[src/rtl/tag_window_controller.sv]
// Tag window controller: arms on a trigger channel, forwards tags that fall
// inside [trigger time, trigger time + duration) through a registered stream.
module tag_window_controller #(
  parameter int WORD_WIDTH    = 4,
  parameter int TIME_WIDTH    = 64,
  parameter int CHANNEL_WIDTH = 6
) (
  input  logic                                clk,
  input  logic                                rst_n,
  input  logic                                s_tvalid,
  output logic                                s_tready,
  input  logic [WORD_WIDTH-1:0]               s_tkeep,
  input  logic [WORD_WIDTH*TIME_WIDTH-1:0]    s_tagtime,
  input  logic [WORD_WIDTH*CHANNEL_WIDTH-1:0] s_channel,
  input  logic [TIME_WIDTH-1:0]               s_lowest_time_bound,
  output logic                                m_tvalid,
  input  logic                                m_tready,
  output logic [WORD_WIDTH-1:0]               m_tkeep,
  output logic [WORD_WIDTH*TIME_WIDTH-1:0]    m_tagtime,
  output logic [WORD_WIDTH*CHANNEL_WIDTH-1:0] m_channel,
  output logic [TIME_WIDTH-1:0]               m_lowest_time_bound,
  input  logic                                cfg_start,
  input  logic                                cfg_abort,
  input  logic [CHANNEL_WIDTH-1:0]            cfg_trigger_channel,
  input  logic [TIME_WIDTH-1:0]               cfg_duration,
  output logic                                busy,
  output logic                                done,
  output logic [TIME_WIDTH-1:0]               window_start,
  output logic [31:0]                         tag_count
);

  typedef enum logic [1:0] {
    IDLE, ARMED, ACTIVE, DONE
  } state_t;

  state_t                             state_q, state_d;
  logic [CHANNEL_WIDTH-1:0]           trig_q, trig_d;
  logic [TIME_WIDTH-1:0]              dur_q, dur_d;
  logic [TIME_WIDTH-1:0]              wstart_q, wstart_d;
  logic [TIME_WIDTH-1:0]              wend_q, wend_d;
  logic [31:0]                        cnt_q, cnt_d;
  logic [WORD_WIDTH-1:0]              mkeep_q, mkeep_d;
  logic [WORD_WIDTH*TIME_WIDTH-1:0]   mtime_q, mtime_d;
  logic [WORD_WIDTH*CHANNEL_WIDTH-1:0] mchan_q, mchan_d;
  logic [TIME_WIDTH-1:0]              mltb_q, mltb_d;

  logic                     accept;
  logic [WORD_WIDTH-1:0]    lane_keep;
  logic [31:0]              lane_cnt;
  logic [TIME_WIDTH-1:0]    lane_ws;
  logic [TIME_WIDTH-1:0]    lane_we;
  logic                     lane_act;
  logic                     lane_end;
  logic                     lane_armed;
  logic [TIME_WIDTH-1:0]    lane_t;
  logic [CHANNEL_WIDTH-1:0] lane_c;

  assign m_tvalid = |mkeep_q;
  assign s_tready = m_tready || !m_tvalid;
  assign accept   = s_tvalid && s_tready;

  // Lanes walk in time order; a trigger switches later lanes to window rules.
  always_comb begin
    lane_keep  = '0;
    lane_cnt   = cnt_q;
    lane_ws    = wstart_q;
    lane_we    = wend_q;
    lane_act   = (state_q == ACTIVE);
    lane_armed = (state_q == ARMED);
    lane_end   = 1'b0;
    lane_t     = '0;
    lane_c     = '0;
    for (int i = 0; i < WORD_WIDTH; i++) begin
      lane_t = s_tagtime[i*TIME_WIDTH +: TIME_WIDTH];
      lane_c = s_channel[i*CHANNEL_WIDTH +: CHANNEL_WIDTH];
      if (s_tkeep[i]) begin
        if (lane_armed && !lane_act && lane_c == trig_q) begin
          lane_act = 1'b1;
          lane_ws  = lane_t;
          lane_we  = lane_t + dur_q;
        end
        if (lane_act) begin
          if (lane_t < lane_we) begin
            lane_keep[i] = 1'b1;
            if (lane_cnt != '1) lane_cnt = lane_cnt + 32'd1;
          end else begin
            lane_end = 1'b1;
          end
        end
      end
    end
    if (lane_act && s_lowest_time_bound >= lane_we) lane_end = 1'b1;
  end

  always_comb begin
    state_d  = state_q;
    trig_d   = trig_q;
    dur_d    = dur_q;
    wstart_d = wstart_q;
    wend_d   = wend_q;
    cnt_d    = cnt_q;
    unique case (state_q)
      IDLE: begin
        if (cfg_start && !cfg_abort) begin
          state_d = ARMED;
          cnt_d   = '0;
          trig_d  = cfg_trigger_channel;
          dur_d   = cfg_duration;
        end
      end
      ARMED, ACTIVE: begin
        if (accept) begin
          cnt_d    = lane_cnt;
          wstart_d = lane_ws;
          wend_d   = lane_we;
          if (lane_end)      state_d = DONE;
          else if (lane_act) state_d = ACTIVE;
        end
        if (cfg_abort) state_d = IDLE;
      end
      DONE:    state_d = IDLE;
      default: state_d = IDLE;
    endcase
  end

  always_comb begin
    mkeep_d = mkeep_q;
    mtime_d = mtime_q;
    mchan_d = mchan_q;
    mltb_d  = mltb_q;
    if (accept) begin
      mkeep_d = lane_keep;
      mtime_d = s_tagtime;
      mchan_d = s_channel;
      mltb_d  = s_lowest_time_bound;
    end else if (m_tready) begin
      mkeep_d = '0;
    end
  end

  always_ff @(posedge clk or negedge rst_n) begin
    if (!rst_n) begin
      state_q  <= IDLE;
      trig_q   <= '0;
      dur_q    <= '0;
      wstart_q <= '0;
      wend_q   <= '0;
      cnt_q    <= '0;
      mkeep_q  <= '0;
      mtime_q  <= '0;
      mchan_q  <= '0;
      mltb_q   <= '0;
    end else begin
      state_q  <= state_d;
      trig_q   <= trig_d;
      dur_q    <= dur_d;
      wstart_q <= wstart_d;
      wend_q   <= wend_d;
      cnt_q    <= cnt_d;
      mkeep_q  <= mkeep_d;
      mtime_q  <= mtime_d;
      mchan_q  <= mchan_d;
      mltb_q   <= mltb_d;
    end
  end

  assign m_tkeep             = mkeep_q;
  assign m_tagtime           = mtime_q;
  assign m_channel           = mchan_q;
  assign m_lowest_time_bound = mltb_q;
  assign busy                = (state_q != IDLE);
  assign done                = (state_q == DONE);
  assign window_start        = wstart_q;
  assign tag_count           = cnt_q;

endmodule

[config.mk]
export PLATFORM = sky130hd
export DESIGN_NAME = tag_window_controller
export DESIGN_NICKNAME = d
export VERILOG_FILES = /design/src/rtl/tag_window_controller.sv
export SDC_FILE = /design/constraint.sdc
export NUM_CORES = 2
export LEC_CHECK = 0
export ABC_CLOCK_PERIOD_IN_PS = 14100
export CAP_MARGIN = 20
export CELL_PAD_IN_SITES_DETAIL_PLACEMENT = 1
export CELL_PAD_IN_SITES_GLOBAL_PLACEMENT = 2
export CORE_MARGIN = 5
export CORE_UTILIZATION = 29
export DETAILED_ROUTE_END_ITERATION = 8
export GPL_ROUTABILITY_DRIVEN = 0
export MAX_ROUTING_LAYER = met4
export PLACE_DENSITY = 0.79
export SETUP_SLACK_MARGIN = 0.3
export SLEW_MARGIN = 20
export SYNTH_ARGS = -nofsm -noshare
export SYNTH_HDL_FRONTEND = slang
export SYNTH_SLANG_ARGS = --single-unit
export TNS_END_PERCENT = 30
[constraint.sdc]
create_clock -name clk -period 14.1 [get_ports clk]
set_input_delay 4.23 -clock clk [delete_from_list [all_inputs] [get_ports clk]]
set_output_delay 4.23 -clock clk [all_outputs]
set_load 0.005 [all_outputs]
# After elaboration in Yosys (flattened, before gate mapping)
# Cells that the tools add are included.
# op_classes
n_addsub,8
magnitude_cmp,5
eq_ne,15
n_mux,84
reduce_logical,28
# op_table
cell,count
$mux 64,20
$mux 32,18
$add 64x64->64,4
$lt 64x64->1,4
$add 32x1->32 const B,4
$ne 32x32->1 const B,4
$ge 64x64->1,1
$pmux 32 s2,1
$mux 1,37
$eq 6x6->1,4
$logic_and 1x1->1,11
$mux 2,5
$mux 4,2
$logic_not 1->1,6
$pmux 2 s3,1
$reduce_and 3->1,2
$reduce_bool 2->1,3
$eq 2x2->1 const B,2
$ne 2x2->1 const B,2
$ne 4x4->1 const B,1
$reduce_and 2->1,2
$reduce_or 4->1,1
$ne 3x3->1 const B,1
$eq 2x1->1 const B,1
other kinds (3),3
# word_totals
register_bits,580
in_bits,424
output_inout_bits,448
elab_cells,150

# Longest topological paths before layout
# logic_depth
ltp_word,33
ltp_mapped,59
depth_no_buf,53

# Worst setup path after synthesis
# No wires, ideal clock.
# synth_timing
kind,input-to-reg
from,input s_tagtime[1]
to,"register cnt_q[29], in the netlist tag_count[29]"
setup_time_ns,0.132
t_arrival_ns,15.443
required_ns,13.968
setup_slack_ns,-1.475
path_stages,50
n_path_buf,5
cell_sequence,ha_1 a21o_1 a21oi_1 o21ai_0 a21o_1 a21oi_1 o211ai_1 a41oi_1 o311ai_0 a21oi_1 o21ai_0 a21oi_1 o31a_1 o21ai_0 a31o_2 a31o_2 a221oi_1 xnor2_1 [... 14 more ...] nand2_1 nor4_1 nor3_1 a311oi_1 nand3_1 nor3_1 or4bb_1 a211o_1 a211o_1 or4_1 clkbuf_1 a41o_1 nor4b_4 nand2_1 buf_2 or4_1 xnor2_1 o21ai_1
# synth_between
elab_chain_cells,24
word_cells_on_any_way,39
cone_classes,4 x add/sub; 4 x order compare; 3 x eq/ne; 28 x mux
# synth_lines
element,line,text
"start, declared",13,"input logic [WORD_WIDTH*TIME_WIDTH-1:0] s_tagtime,"
$add 64x64->64,80,lane_we = lane_t + dur_q;
$mux 64,77,if (lane_armed && !lane_act && lane_c == trig_q) begin
$mux 64,76,if (s_tkeep[i]) begin
$lt 64x64->1,83,if (lane_t < lane_we) begin
$mux 32,83,
$mux 32,82,if (lane_act) begin
$mux 32,76,
$add 32x1->32 / $ne 32x32->1 (equally long branches),85,if (lane_cnt != '1) lane_cnt = lane_cnt + 32'd1;
[... 8 more ...],-,
$mux 32,76,
$add 32x1->32 / $ne 32x32->1 (equally long branches),85,
$mux 32,85,
$mux 32,83,
$mux 32,82,
$mux 32 (*),76,
$mux 32 (*),112,if (accept) begin
$pmux 32 s2 (*),102,unique case (state_q)
"end signal, assigned",159,cnt_q <= cnt_d;
"end, declared",41,"logic [31:0] cnt_q, cnt_d;"
# Every way passes the cells marked *; elsewhere a longest branch is shown, timed or not. The select of a mux whose other input is x is not followed.
# A chain may end at the register's enable or synchronous reset.

# Worst setup path after layout
# layout_timing
from,input s_tagtime[1]
to,"register cnt_q[21], in the netlist tag_count[21]"
# The elaborated chain is that of the path after synthesis.

==> results.json <==
{
  "status": "finished with violations",
  "failed_checks": "setup timing",
  "cp-start-kind": "input port",
  "power_frac_clock_pct": 15.9,
  "syn_nets": 7995,
  "timing.hold.ws_ns": 0.470,
  "boundaryPins": 872,
  "overflow": 0,
  "drcViolationCount": 0,
  "dp_hpwl_mm": 244,
  "drv_slew": 0,
  "core_area_mm2": 0.183,
  "worstMarginPinSlew_ns": 1.25,
  "maxCapViolations": 0,
  "via_count": 62000,
  "wl_per_cell_um": 27.0,
  "final-setup-viol-count": 31,
  "cts_root_buf": "clkbuf_16",
  "h-tree-depth": 3,
  "worstPathRequired_ns": 14.68,
  "grt_pass1_vias": 64600,
  "multiInputGateArea_mm2": 0.0391,
  "drive_gt1_share_pct": 18.6,
  "synth_flop_cell": "dfrtp_1",
  "p_leak_uw": 0.0357,
  "combPwrFrac_pct": 64.9,
  "cts_buffer_depth": 3,
  "cp.arrival_ns": 14.93,
  "p_seq_share_pct": 19.2,
  "fmax_ghz": 0.0697,
  "power_density_mw_per_mm2": 173,
  "dieWidth_um": 439,
  "fin_crit_sh_pct": 102,
  "cp-end-kind": "flip-flop",
  "antenna_found_initial": 18,
  "ant_nets": 0,
  "switching_share_pct": 45.6,
  "vias_per_cell": 5.51,
  "ys_seq_area_share_pct": 27.2,
  "hold_viol": 0,
  "final.setup_skew_ns": 0.0547,
  "syn_inst": 6990,
  "avgSynthCellArea_um2": 7.63,
  "postSynthRegisterBits": 580,
  "io_buffers": 871,
  "relSlewSlack_pct": 17.0,
  "core.rowCount": 157,
  "die_area_mm2": 0.193,
  "tns_ns": -3.71,
  "worst_path_most_repeated_cell": "buf_4",
  "hold_class": "reg -> reg",
  "ys_warn_count": 0,
  "synth_edf_count": 0,
  "nets": 9718,
  "clk_latency_ns": 0.77,
  "track_usage_pct": 31.2,
  "cts.sinks": 580,
  "cts_tree": "done",
  "cp_slowest_stage_delay_ns": 0.56,
  "power_uw": 13300,
  "synthDistinctLibCells": 94,
  "worst-path-max-fanout": 6,
  "crit_path_top_delay_cell": "o41a_1",
  "async_flop_share_pct": 100,
  "dr.pass1.iters": 7,
  "setup_ws_ns": -0.249,
  "power.internal_uw": 7250,
  "fin_crit_ns": 14.35,
  "start_util_pct": 29.1,
  "grt_pass1_wl_mm": 439,
  "syn_to_final_growth_pct": 44.6,
  "num-fill-cells": 22100,
  "layout_commonest_cell": "nand2_1",
  "cts_buffers": 77,
  "final_cell_mix": "1,846 x nand2_1, 1,060 x buf_4, 855 x clkdlybuf4s50_1",
  "drt_iter0_drc": 4480,
  "rsz0062_at_grt": "true",
  "synth.cell_area_mm2": 0.0533,
  "ir_worst_vdd_v": 0.000108,
  "switchingPower_uw": 6090,
  "fp.dieH_um": 439,
  "clk_pin_slew_worst_paths_ns": 0.06,
  "cts_hold_buf": 0,
  "path_class": "in -> reg",
  "dp_slack_ns": -2.80,
  "seq_area_mm2": 0.0145,
  "grt_start_max_net_pins": 215,
  "wl_mm": 304
}
[sequential cells by signal, indices dropped and copies added, names as in the netlist]
signal,count
window_start,64
m_lowest_time_bound,64
m_tkeep,4
trig_q,6
m_channel,24
state_q,2
wend_q,64
dur_q,64
tag_count,32
m_tagtime,256
[per-layer routing]
metal | GRT usage, % | vias to the layer above | wire (um)
met1 | 38.8 | 31100 | 130000
li1 | - | 28300 | -
met4 | 15.3 | 0 | 18100
met5 | - | - | 0
met3 | 4.82 | 572 | 17500
met2 | 49.4 | 2006 | 138000
[worst max-delay path, delay by kind of cell]
| family | cells | cell delay (ns) |
|---|---|---|
| AOI/OAI and AO/OA | 25 | 4.81 |
| and+or+nand+nor | 9 | 2.54 |
| buffers and inverters | 11 | 1.75 |
| adders and majority gates | 3 | 0.73 |
| muxes | 2 | 0.48 |
| xor gates and xnor gates | 2 | 0.34 |
[cell usage after synthesis, types with 27 or more instances]
library cell | instances | area share, %
o211ai_1 | 106 | 1.5
and3_1 | 44 | 0.52
o21ai_1 | 35 | 0.33
a21o_1 | 219 | 3.1
a31oi_1 | 32 | 0.38
clkbuf_1 | 283 | 2.0
a21oi_1 | 514 | 4.8
nor2b_1 | 72 | 0.84
inv_1 | 94 | 0.66
o31ai_1 | 27 | 0.38
xnor2_1 | 234 | 3.8
o21ai_0 | 590 | 5.5
and2_1 | 31 | 0.36
nand4_1 | 109 | 1.3
o21a_1 | 58 | 0.82
a211oi_1 | 41 | 0.58
nor3_1 | 87 | 0.82
o21bai_1 | 37 | 0.52
nand2_1 | 1869 | 13
mux2_2 | 80 | 1.7
mux2i_1 | 129 | 2.4
dfrtp_1 | 580 | 27
ha_1 | 577 | 14
buf_1 | 29 | 0.20
nand2b_1 | 71 | 0.83
nand3_1 | 202 | 1.9
nor2_1 | 299 | 2.1
xor2_1 | 111 | 1.8
nor4_1 | 33 | 0.39
[repair_timing]
item | CTS | global route
cloned | 1 | 0
endpoints found under the setup margin | 32 | 32
setup buffers | 35 | 39
resized for setup | 199 | 146
pin swaps | 117 | 125
[cell families (layout without fill, tap and decap cells)]
logic type	Yosys count	after routing	synth area share, %
simple gates	2958	2958	24.3
compound gates	1883	1883	21.7
fa+ha+maj	581	581	13.7
flops	580	580	27.2
buf+inv	428	2211	3.06
xor+xnor	351	351	5.85
mux	209	209	4.11
other cells	0	18	0
[through the flow]
| stage | util, % | instances | instance area (um^2) |
|---|---|---|---|
| 4_1_cts | 41.5 | 11200 | 76000 |
| 3_5_place_dp | 39.4 | 11000 | 72200 |
| 2_1_floorplan | - | 6990 | 53600 |
| 5_1_grt | 42.1 | 11300 | 77100 |
| 6_report | 42.1 | 11300 | 77100 |
| 3_3_place_gp | 39.4 | 11000 | 72200 |
[power by group through the flow]
| stage | sequential, uW | clock (uW) | combinational [uW] |
|---|---|---|---|
| global placement | 2550 | 0 | 7960 |
| CTS | 2540 | 2170 | 8420 |
| detailed placement | 2560 | 0 | 8230 |
| global route | 2590 | 2230 | 9390 |
| finish | 2560 | 2120 | 8650 |
| floorplan | 2340 | 0 | 4590 |
[final timing paths]
check	end	from	depth (start not counted)	slack (ns)
min in group asynchronous	m_tagtime[152]	rst_n	1	3.44
max	tag_count[21]	s_tagtime[1]	52	-0.25
max reg2reg	tag_count[21]	dur_q[1]	51	2.63
min	m_tagtime[126]	m_tagtime[126]	2	0.47
min reg2reg	m_tagtime[126]	m_tagtime[126]	2	0.47
max in group asynchronous	m_tagtime[124]	rst_n	4	8.57
[final cells by class]
cell class | instances | area share [%]
Multi-Input combinational cell | 5982 | 50.7
Clock inverter | 31 | 0.466
Timing Repair Buffer | 1978 | 22.6
Sequential cell | 580 | 18.8
Tap cell | 2464 | 4.00
Clock buffer | 108 | 2.91
Antenna cell | 18 | 0.0584
Inverter | 94 | 0.458
(Power assumes the default switching activity.)
